## src/rtl/mxint8_dequant_stream.sv

```systemverilog
// MXINT8 block dequantiser: captures 32 int8 elements with a shared E8M0 scale and streams them out as binary32 words.
// Define MXINT8_DEQUANT_PREFETCH_EN to add a second block register so the next block can be accepted while one streams.
`ifndef MXINT8_ELEMENT_WIDTH
`define MXINT8_ELEMENT_WIDTH 8
`endif
`ifndef SCALE_WIDTH
`define SCALE_WIDTH 8
`endif
`ifndef BLOCK_SIZE
`define BLOCK_SIZE 32
`endif
`ifndef FLOAT32_WIDTH
`define FLOAT32_WIDTH 32
`endif

module mxint8_dequant_stream (
  input  logic                                          clk,
  input  logic                                          rst_n,
  input  logic                                          in_valid,
  output logic                                          in_ready,
  input  logic [`SCALE_WIDTH-1:0]                       in_scale,
  input  logic [`MXINT8_ELEMENT_WIDTH*`BLOCK_SIZE-1:0]  in_elements,
  output logic                                          out_valid,
  input  logic                                          out_ready,
  output logic [`FLOAT32_WIDTH-1:0]                     out_data,
  output logic [4:0]                                    out_index,
  output logic                                          out_last
);

  localparam int BLK_W = `MXINT8_ELEMENT_WIDTH * `BLOCK_SIZE;

  typedef enum logic {
    S_IDLE   = 1'b0,
    S_STREAM = 1'b1
  } state_t;

  // Exact conversion of elem * 2^(scale-133); magnitudes never exceed 8 significant bits, so no rounding.
  function automatic logic [31:0] mx_decode(input logic [7:0] scale, input logic [7:0] elem);
    logic              sgn;
    logic [8:0]        mag;
    logic [2:0]        lead;
    logic signed [9:0] bexp;
    logic [22:0]       frac_n;
    logic [22:0]       frac_s;
    logic [31:0]       word;
    sgn  = elem[7];
    mag  = sgn ? (9'd256 - {1'b0, elem}) : {1'b0, elem};
    lead = 3'd0;
    for (int i = 0; i < 8; i++) begin
      lead = mag[i] ? 3'(i) : lead;
    end
    bexp   = $signed({2'b00, scale}) + $signed({7'd0, lead}) - 10'sd6;
    frac_n = {14'd0, mag} << (5'd23 - {2'b00, lead});
    frac_s = {14'd0, mag} << ({1'b0, scale} + 9'd16);
    if (scale == 8'hFF) begin
      word = 32'h7FC0_0000;
    end else if (mag == 9'd0) begin
      word = 32'h0000_0000;
    end else if (bexp >= 10'sd255) begin
      word = {sgn, 8'hFF, 23'd0};
    end else if (bexp >= 10'sd1) begin
      word = {sgn, bexp[7:0], frac_n};
    end else begin
      word = {sgn, 8'h00, frac_s};
    end
    return word;
  endfunction

  state_t           state_q;
  logic [BLK_W-1:0] blk_q;
  logic [7:0]       scale_q;
  logic             out_valid_q;
  logic [31:0]      out_data_q;
  logic [4:0]       out_index_q;
  logic             out_last_q;

  logic             accept_s;
  logic             out_hs_s;
  logic             last_hs_s;
  logic [4:0]       next_idx_d;
  logic [31:0]      next_word_d;
  logic [31:0]      in_word_d;

`ifdef MXINT8_DEQUANT_PREFETCH_EN
  logic [BLK_W-1:0] buf_q;
  logic [7:0]       buf_scale_q;
  logic             buf_full_q;
  logic [31:0]      buf_word_d;

  assign in_ready = rst_n & ~buf_full_q;
`else
  assign in_ready = rst_n & (state_q == S_IDLE);
`endif

  assign accept_s  = in_valid & in_ready;
  assign out_hs_s  = out_valid_q & out_ready;
  assign last_hs_s = out_hs_s & out_last_q;

  // Decode the word that will be presented next, from whichever source feeds it.
  always_comb begin
    next_idx_d  = out_index_q + 5'd1;
    next_word_d = mx_decode(scale_q, blk_q[{next_idx_d, 3'b000} +: 8]);
    in_word_d   = mx_decode(in_scale, in_elements[7:0]);
`ifdef MXINT8_DEQUANT_PREFETCH_EN
    buf_word_d  = mx_decode(buf_scale_q, buf_q[7:0]);
`endif
  end

  // Block capture, stream sequencing and registered output stage.
  always_ff @(posedge clk) begin
    if (!rst_n) begin
      state_q     <= S_IDLE;
      blk_q       <= {BLK_W{1'b0}};
      scale_q     <= 8'd0;
      out_valid_q <= 1'b0;
      out_data_q  <= 32'd0;
      out_index_q <= 5'd0;
      out_last_q  <= 1'b0;
`ifdef MXINT8_DEQUANT_PREFETCH_EN
      buf_q       <= {BLK_W{1'b0}};
      buf_scale_q <= 8'd0;
      buf_full_q  <= 1'b0;
`endif
    end else begin
      case (state_q)
        S_IDLE: begin
          if (accept_s) begin
            blk_q       <= in_elements;
            scale_q     <= in_scale;
            out_data_q  <= in_word_d;
            out_index_q <= 5'd0;
            out_last_q  <= 1'b0;
            out_valid_q <= 1'b1;
            state_q     <= S_STREAM;
          end
        end
        S_STREAM: begin
          if (last_hs_s) begin
`ifdef MXINT8_DEQUANT_PREFETCH_EN
            if (buf_full_q) begin
              blk_q       <= buf_q;
              scale_q     <= buf_scale_q;
              out_data_q  <= buf_word_d;
              out_index_q <= 5'd0;
              out_last_q  <= 1'b0;
              buf_full_q  <= 1'b0;
            end else if (accept_s) begin
              // Buffer empty but a block arrives on the final handshake: chain it straight in.
              blk_q       <= in_elements;
              scale_q     <= in_scale;
              out_data_q  <= in_word_d;
              out_index_q <= 5'd0;
              out_last_q  <= 1'b0;
            end else begin
              out_valid_q <= 1'b0;
              out_index_q <= 5'd0;
              out_last_q  <= 1'b0;
              state_q     <= S_IDLE;
            end
`else
            out_valid_q <= 1'b0;
            out_index_q <= 5'd0;
            out_last_q  <= 1'b0;
            state_q     <= S_IDLE;
`endif
          end else if (out_hs_s) begin
            out_data_q  <= next_word_d;
            out_index_q <= next_idx_d;
            out_last_q  <= (next_idx_d == 5'd31);
          end
`ifdef MXINT8_DEQUANT_PREFETCH_EN
          if (accept_s && !last_hs_s) begin
            buf_q       <= in_elements;
            buf_scale_q <= in_scale;
            buf_full_q  <= 1'b1;
          end
`endif
        end
        default: begin
          state_q     <= S_IDLE;
          out_valid_q <= 1'b0;
        end
      endcase
    end
  end

  assign out_valid = out_valid_q;
  assign out_data  = out_data_q;
  assign out_index = out_index_q;
  assign out_last  = out_last_q;

endmodule

```

## config.mk

```make
export PLATFORM = sky130hd
export DESIGN_NAME = mxint8_dequant_stream
export DESIGN_NICKNAME = d
export VERILOG_FILES = /design/src/rtl/mxint8_dequant_stream.sv
export SDC_FILE = /design/constraint.sdc
export NUM_CORES = 1
export LEC_CHECK = 0
export CORE_MARGIN = 10
export CORE_UTILIZATION = 58
export DETAILED_ROUTE_END_ITERATION = 12
export PLACE_DENSITY = 0.93
export SLEW_MARGIN = 10
export SYNTH_ARGS = -nofsm -noshare
export SYNTH_HDL_FRONTEND = slang
export SYNTH_SLANG_ARGS = --single-unit
```

## constraint.sdc

```tcl
create_clock -name clk -period 17 [get_ports clk]
set_clock_uncertainty 0.05 [all_clocks]
set_input_delay 2.55 -clock clk [delete_from_list [all_inputs] [get_ports clk]]
set_output_delay 2.55 -clock clk [all_outputs]
set_load 0.01 [all_outputs]
```

## Word level (Yosys, flattened, before mapping)

Cells that the tools add are included.

| storage, ports and cells | value |
|---|---|
| bits in latches | 0 |
| input port bits | 268 |
| memories | 0 |
| bits in read-only memories | 0 |
| RAM bits | 0 |
| output and inout bits | 40 |
| word-level logic and storage cells | 88 |
| flip-flop bits (word level) | 304 |

| operators by class | value |
|---|---|
| bitwise gates (word level) | 5 |
| multipliers | 0 |
| reduce and logical (&&, ||, !) cells | 6 |
| equality and inequality tests | 8 |
| div/mod/pow operators | 0 |
| mux-type cells | 42 |
| add/sub/neg operators | 11 |
| $lt $le $gt $ge | 4 |
| shift-type cells | 5 |

Operators with widths:

| cell | number |
|---|---|
| $shiftx A256 B9 Y8 | 1 |
| $mux W32 | 7 |
| $mux W31 | 4 |
| $pmux W32 S2 | 1 |
| $shl A9 B5 Y23 | 2 |
| $shl A9 B9 Y23 | 2 |
| $mux W3 | 8 |
| $ge A10 B2 Y1 const B | 2 |
| $ge A10 B9 Y1 const B | 2 |
| $sub A9 B3 Y10 const B | 2 |
| $add A8 B3 Y9 | 2 |
| $add A8 B5 Y9 const B | 2 |
| $logic_not A9 Y1 | 2 |
| $mux W9 | 2 |
| $sub A9 B8 Y9 const A | 2 |
| $eq A8 B8 Y1 const B | 2 |
| $mux W5 | 3 |
| $pmux W5 S2 | 1 |
| $sub A5 B3 Y5 const A | 2 |
| $mux W1 | 9 |
| $mux W2 | 4 |
| $pmux W1 S2 | 3 |
| $reduce_and A2 Y1 | 3 |
| $add A5 B1 Y5 const B | 1 |
| 7 further kinds | 12 |

## Depth between registers and ports, before layout

| logic depth | value |
|---|---|
| depth after elaboration | 21 |
| mapped depth | 37 |
| depth with buffers taken out | 30 |

## Worst setup path after synthesis

Ideal clock, no wire load.

| timing | value |
|---|---|
| kind | input to register |
| start | input port in_elements[2] |
| end | register out_data_q[22], in the netlist out_data[22] |
| slack | 9264 ps |
| cell stages on the path | 22 |
| setup time | 131 ps |
| path buffers | 3 |
| required time | 16819 ps |
| arrival | 7555 ps |
| path through | clkbuf_1 -> nor4_1 -> a21boi_0 -> xor2_1 -> a311oi_1 -> ha_1 -> inv_1 -> ha_1 -> inv_1 -> fa_1 -> nor2b_1 -> o21ai_0 -> a2111oi_0 -> a311oi_1 -> or3_1 -> clkbuf_1 -> a21oi_1 -> a21o_1 -> clkbuf_1 -> mux4_2 -> a221oi_1 -> nor4b_2 |

| between the ends | value |
|---|---|
| word-level cells in the longest chain between the ends | 17 |
| elaborated cells on any way between the ends | 22 |
| those cells by class | add/sub (4); order compare (2); shift (2); mux (13); reduce/logical (1) |

RTL lines:

| item | RTL line | source |
|---|---|---|
| start, declared | 22 | `` input logic [`MXINT8_ELEMENT_WIDTH*`BLOCK_SIZE-1:0] in_elements, `` |
| $sub A9 B8 Y9 | 47 | `mag = sgn ? (9'd256 - {1'b0, elem}) : {1'b0, elem};` |
| $mux W9 (*) | 47 |  |
| $mux W2 (2 in series) | 50 | `lead = mag[i] ? 3'(i) : lead;` |
| $mux W3 (4 in series) | 50 |  |
| $add A8 B3 Y9 | 52 | `bexp = $signed({2'b00, scale}) + $signed({7'd0, lead}) - 10'sd6;` |
| $sub A9 B3 Y10 | 52 |  |
| $ge A10 B2 Y1 | 61 | `end else if (bexp >= 10'sd1) begin` |
| $mux W31 | 61 |  |
| $mux W31 | 59 | `end else if (bexp >= 10'sd255) begin` |
| $mux W32 (*) | 57 | `end else if (mag == 9'd0) begin` |
| $mux W32 (*) | 55 | `if (scale == 8'hFF) begin` |
| $mux W32 (*) | 127 | `if (accept_s) begin` |
| $pmux W32 S2 (*) | 125 | `case (state_q)` |
| end signal, assigned | 130 | `out_data_q <= in_word_d;` |
| end signal, assigned | 167 | `out_data_q <= next_word_d;` |
| end, declared | 73 | `logic [31:0] out_data_q;` |

Mark *: on every way between the ends. The rest lies on a longest branch, timed or not. The select of a mux whose other input is x is not followed.
A chain may end at the register's enable or synchronous reset.

## Worst setup path after layout

| timing | value |
|---|---|
| start | register out_index_q[0], in the netlist out_index[0] |
| end | register out_data_q[8], in the netlist out_data[8] |

| between the ends | value |
|---|---|
| word-level cells in the longest chain between the ends | 21 |
| elaborated cells on any way between the ends | 26 |
| those cells by class | add/sub (5); order compare (2); shift (3); mux (15); reduce/logical (1) |

RTL lines:

| item | RTL line | source |
|---|---|---|
| start, declared | 74 | `logic [4:0] out_index_q;` |
| start signal, assigned | 168 | `out_index_q <= next_idx_d;` |
| $add A5 B1 Y5 (*) | 101 | `next_idx_d = out_index_q + 5'd1;` |
| $shiftx A256 B9 Y8 (*) | 102 | `next_word_d = mx_decode(scale_q, blk_q[{next_idx_d, 3'b000} +: 8]);` |
| $sub A9 B8 Y9 | 47 |  |
| $mux W9 (*) | 47 |  |
| $mux W1 | 50 |  |
| $mux W2 (2 in series) | 50 |  |
| $mux W3 (4 in series) | 50 |  |
| $add A8 B3 Y9 | 52 |  |
| $sub A9 B3 Y10 | 52 |  |
| $ge A10 B2 Y1 | 61 |  |
| $mux W31 | 61 |  |
| $mux W31 | 59 |  |
| $mux W32 (*) | 57 |  |
| $mux W32 (*) | 55 |  |
| $mux W32 (*) | 166 | `end else if (out_hs_s) begin` |
| $mux W32 (*) | 138 | `if (last_hs_s) begin` |
| $pmux W32 S2 (*) | 125 |  |

Marked as above.

==> impl_metrics.csv <==
group,metric,value,unit
sta,finalCriticalPeriod,9.67,ns
synthesis,synth_warnings,0,
synthesis,ys_seq_elements,304,
synthesis,yosys.area.top_type,"dfxtp_1",
clocking,ctsHtreeMaxLevel,2,
route,wl_per_cell,20.6,um
placement,post-place-ws,7.08,ns
setup_path,crit_slowest_cell,"o21bai_1",
finish,drive_gt1_share,7.07,%
power_and_ir_drop,vdd_drop_max,77.1,uV
route,vias_per_cell,6.18,
sta,min_period_over_period,56.9,%
synthesis,synth-edff-count,0,
power_and_ir_drop,power_leakage,9.02,nW
synthesis,syn-num-nets,2404,
finish,multi_input_area,9940,um^2
sta,tightest_slew,1.44,ns
setup_path,timing.rr.end,"out_data[8]",
hold_path,worstHoldEndpoint,"out_data[24]",
sta,maxSlewHeadroom,4.11,%
synthesis,synth_area_leaders,"dfxtp_1 36%, nand2_1 13%, nand3_1 8.5%",
placement,place_congestion,0.984,
synthesis,synth_flop_cell,"dfxtp_1",
flow_run,maxCapViolCount,0,
clocking,cts_hold_buffers,0,
sta,grt_setup_unrepaired,"no",
finish,area_growth,25.3,%
synthesis,avgSynthCellArea,7.98,um^2
synthesis,synth_top_area_share,36.3,%
clocking,clkTransAtPathRegs,0.06,ns
sta,fin_tns_setup,0,ns
clocking,cts_buffers,34,
clocking,numClockSinks,304,
setup_path,ff2ff_path_depth,29,
clocking,root_buffer,"clkbuf_16",
route,drt_pre_antenna_iters,9,
synthesis,syn-cell-area,16800,um^2
clocking,clkLatencyLatePin,0.53,ns
finish,register_area,6090,um^2
synthesis,synthArstFlopShare,0,%
hold_path,min_from,"out_data[24]",
setup_path,arrival,10.00,ns
sta,setup_viol,0,
hold_path,hold_path_class,"flip-flop to flip-flop",
route,vias,16800,
placement,dp.cells,2657,
setup_path,endpoint_kind,"flip-flop",
power_and_ir_drop,p_per_area,96.8,nW/um^2
global_routing,grt_usage,29.7,%
synthesis,synthCells,2100,
synthesis,seq_area_frac_synth,36.3,%
global_routing,grt_first_pass_wirelength,88.1,mm
hold_path,hold_depth,2,
synthesis,synth_commonest_cells,"583 x nand2_1, 304 x dfxtp_1, 285 x nand3_1",
setup_path,r2r-start,"out_index[0]",
die,num_io_pins,308,
finish,fillCellCount,2040,
die,rows,62,
setup_path,cp_slowest_stage_delay,0.93,ns
placement,dp_hpwl,40.3,mm
outcome,status,"finished clean",
global_routing,grt_overflow,0,
clocking,clk_path_buf_depth,3,
synthesis,synth.distinct_cells,108,
die,die_y,190,um
sta,hold_violations,0,
sta,worst_slack,7.33,ns
die,die-area,36100,um^2
clocking,cts_setup_buffers,0,
clocking,tritoncts,"done",
global_routing,grt_max_degree,260,
die,core,28600,um^2
setup_path,path_max_fanout,49,
global_routing,antenna_found_initial,2,
finish,fin_cells,2719,
setup_path,critPathRequiredTime,17.34,ns
finish,utilization,73.4,%
sta,fmax,103,MHz
clocking,cts_resized,0,
sta,drv_slew,0,
die,start_util,58.6,%
setup_path,critPathLaunchType,"flip-flop",
finish,layout.nets,2613,
global_routing,grt_pass1_vias,16600,
setup_path,r2r_setup_slack,7.33,ns
sta,hold_slack,0.398,ns
synthesis,synth_most_common_cell,"nand2_1",
setup_path,critPathKind,"flip-flop to flip-flop",
route,drtIter0Drc,1766,
route,ant_nets,0,
route,drc_errors,0,
die,dieWidth,190,um
placement,portBuffers,307,
route,totalWireLength,55.9,mm
critical path, delay by kind of cell, from the launching register on:
kind	cells	cell delay [ns]
and+or+nand+nor	7	1.92
AOI/OAI and AO/OA	10	3.11
DFF	1	0.48
muxes	2	0.73
adders and majority gates	5	2.01
buffers and inverters	5	1.16
power breakdown:
part / switching, W / internal [W] / leakage (nW)
Clock: 0.000309 / 0.000473 / 0.580
Combinational: 0.000263 / 0.000197 / 5.94
Sequential: 0.0000296 / 0.000762 / 2.50
Total: 0.000602 / 0.00143 / 9.02
worst max path at each step:
stage	start	end	slack, ns	cells past startpoint
final	out_index[0]	out_data[8]	7.33	29
after global routing	out_index[0]	out_data[8]	6.49	29
after CTS	out_index[0]	out_data[18]	7.26	30
after detailed placement	in_elements[0]	out_data[20]	7.08	24
after global placement	in_elements[0]	out_data[20]	7.23	24
after floorplan	in_elements[2]	out_data[22]	9.26	22
per-stage QoR:
step | cell area (um^2) | total power (W)
2_1_floorplan | 16800 | 0.00109
3_3_place_gp | 19800 | 0.00124
3_5_place_dp | 19800 | 0.00125
4_1_cts | 21000 | 0.00203
5_1_grt | 21000 | 0.00211
6_report | 21000 | 0.00203
cells by family after synthesis:
family / synth area share, %
AOI/OAI and AO/OA: 14.2
xor gates and xnor gates: 1.47
adders and majority gates: 2.78
buffers and inverters: 4.61
DFF: 36.3
muxes: 11.8
and+or+nand+nor: 28.8
cell usage in the layout (no fill, tap or decap), types with 12 or more instances in the layout:
cell             count
a211oi_1            16
nand4_1             15
nand2b_1            13
clkdlybuf4s50_1    306
mux4_2              52
and3_1              12
ha_1                33
clkbuf_16           34
a31oi_1             14
o21ai_0             86
o21ai_1             17
mux2i_1             66
o21a_1              13
xnor2_1             16
nor3_1              22
inv_1               34
nand2_1            582
nand3_1            285
a21oi_1             69
nor2_1              78
dfxtp_1            303
registers in the layout, summed over array words and instances, names as in the netlist:
| signal | count |
|---|---|
| blk_q | 256 |
| out_data | 32 |
| scale_q | 8 |
| out_index | 5 |
| out_last | 1 |
| out_valid | 1 |
| state_q | 1 |
area by class of cell:
class                   count  share of cell area (%)
multi-input cells        1615                    47.3
flip-flops and latches    304                    29.0
repair buffers            318                    15.1
clock buffers              46                    4.50
well taps                 384                    2.29
clock inverters            14                    1.17
inverters                  36                   0.643
diodes                      2                  0.0238
per-layer routing:
metal  GRT usage (%)  vias up  wire (um)
li1                -     7832          -
met1            35.6     7941      21600
met2            49.7      866      26900
met3            6.61      158       4860
met4            13.7        0       2500
met5               0        -          0
No activity file was read; power rests on OpenSTA's default activity.
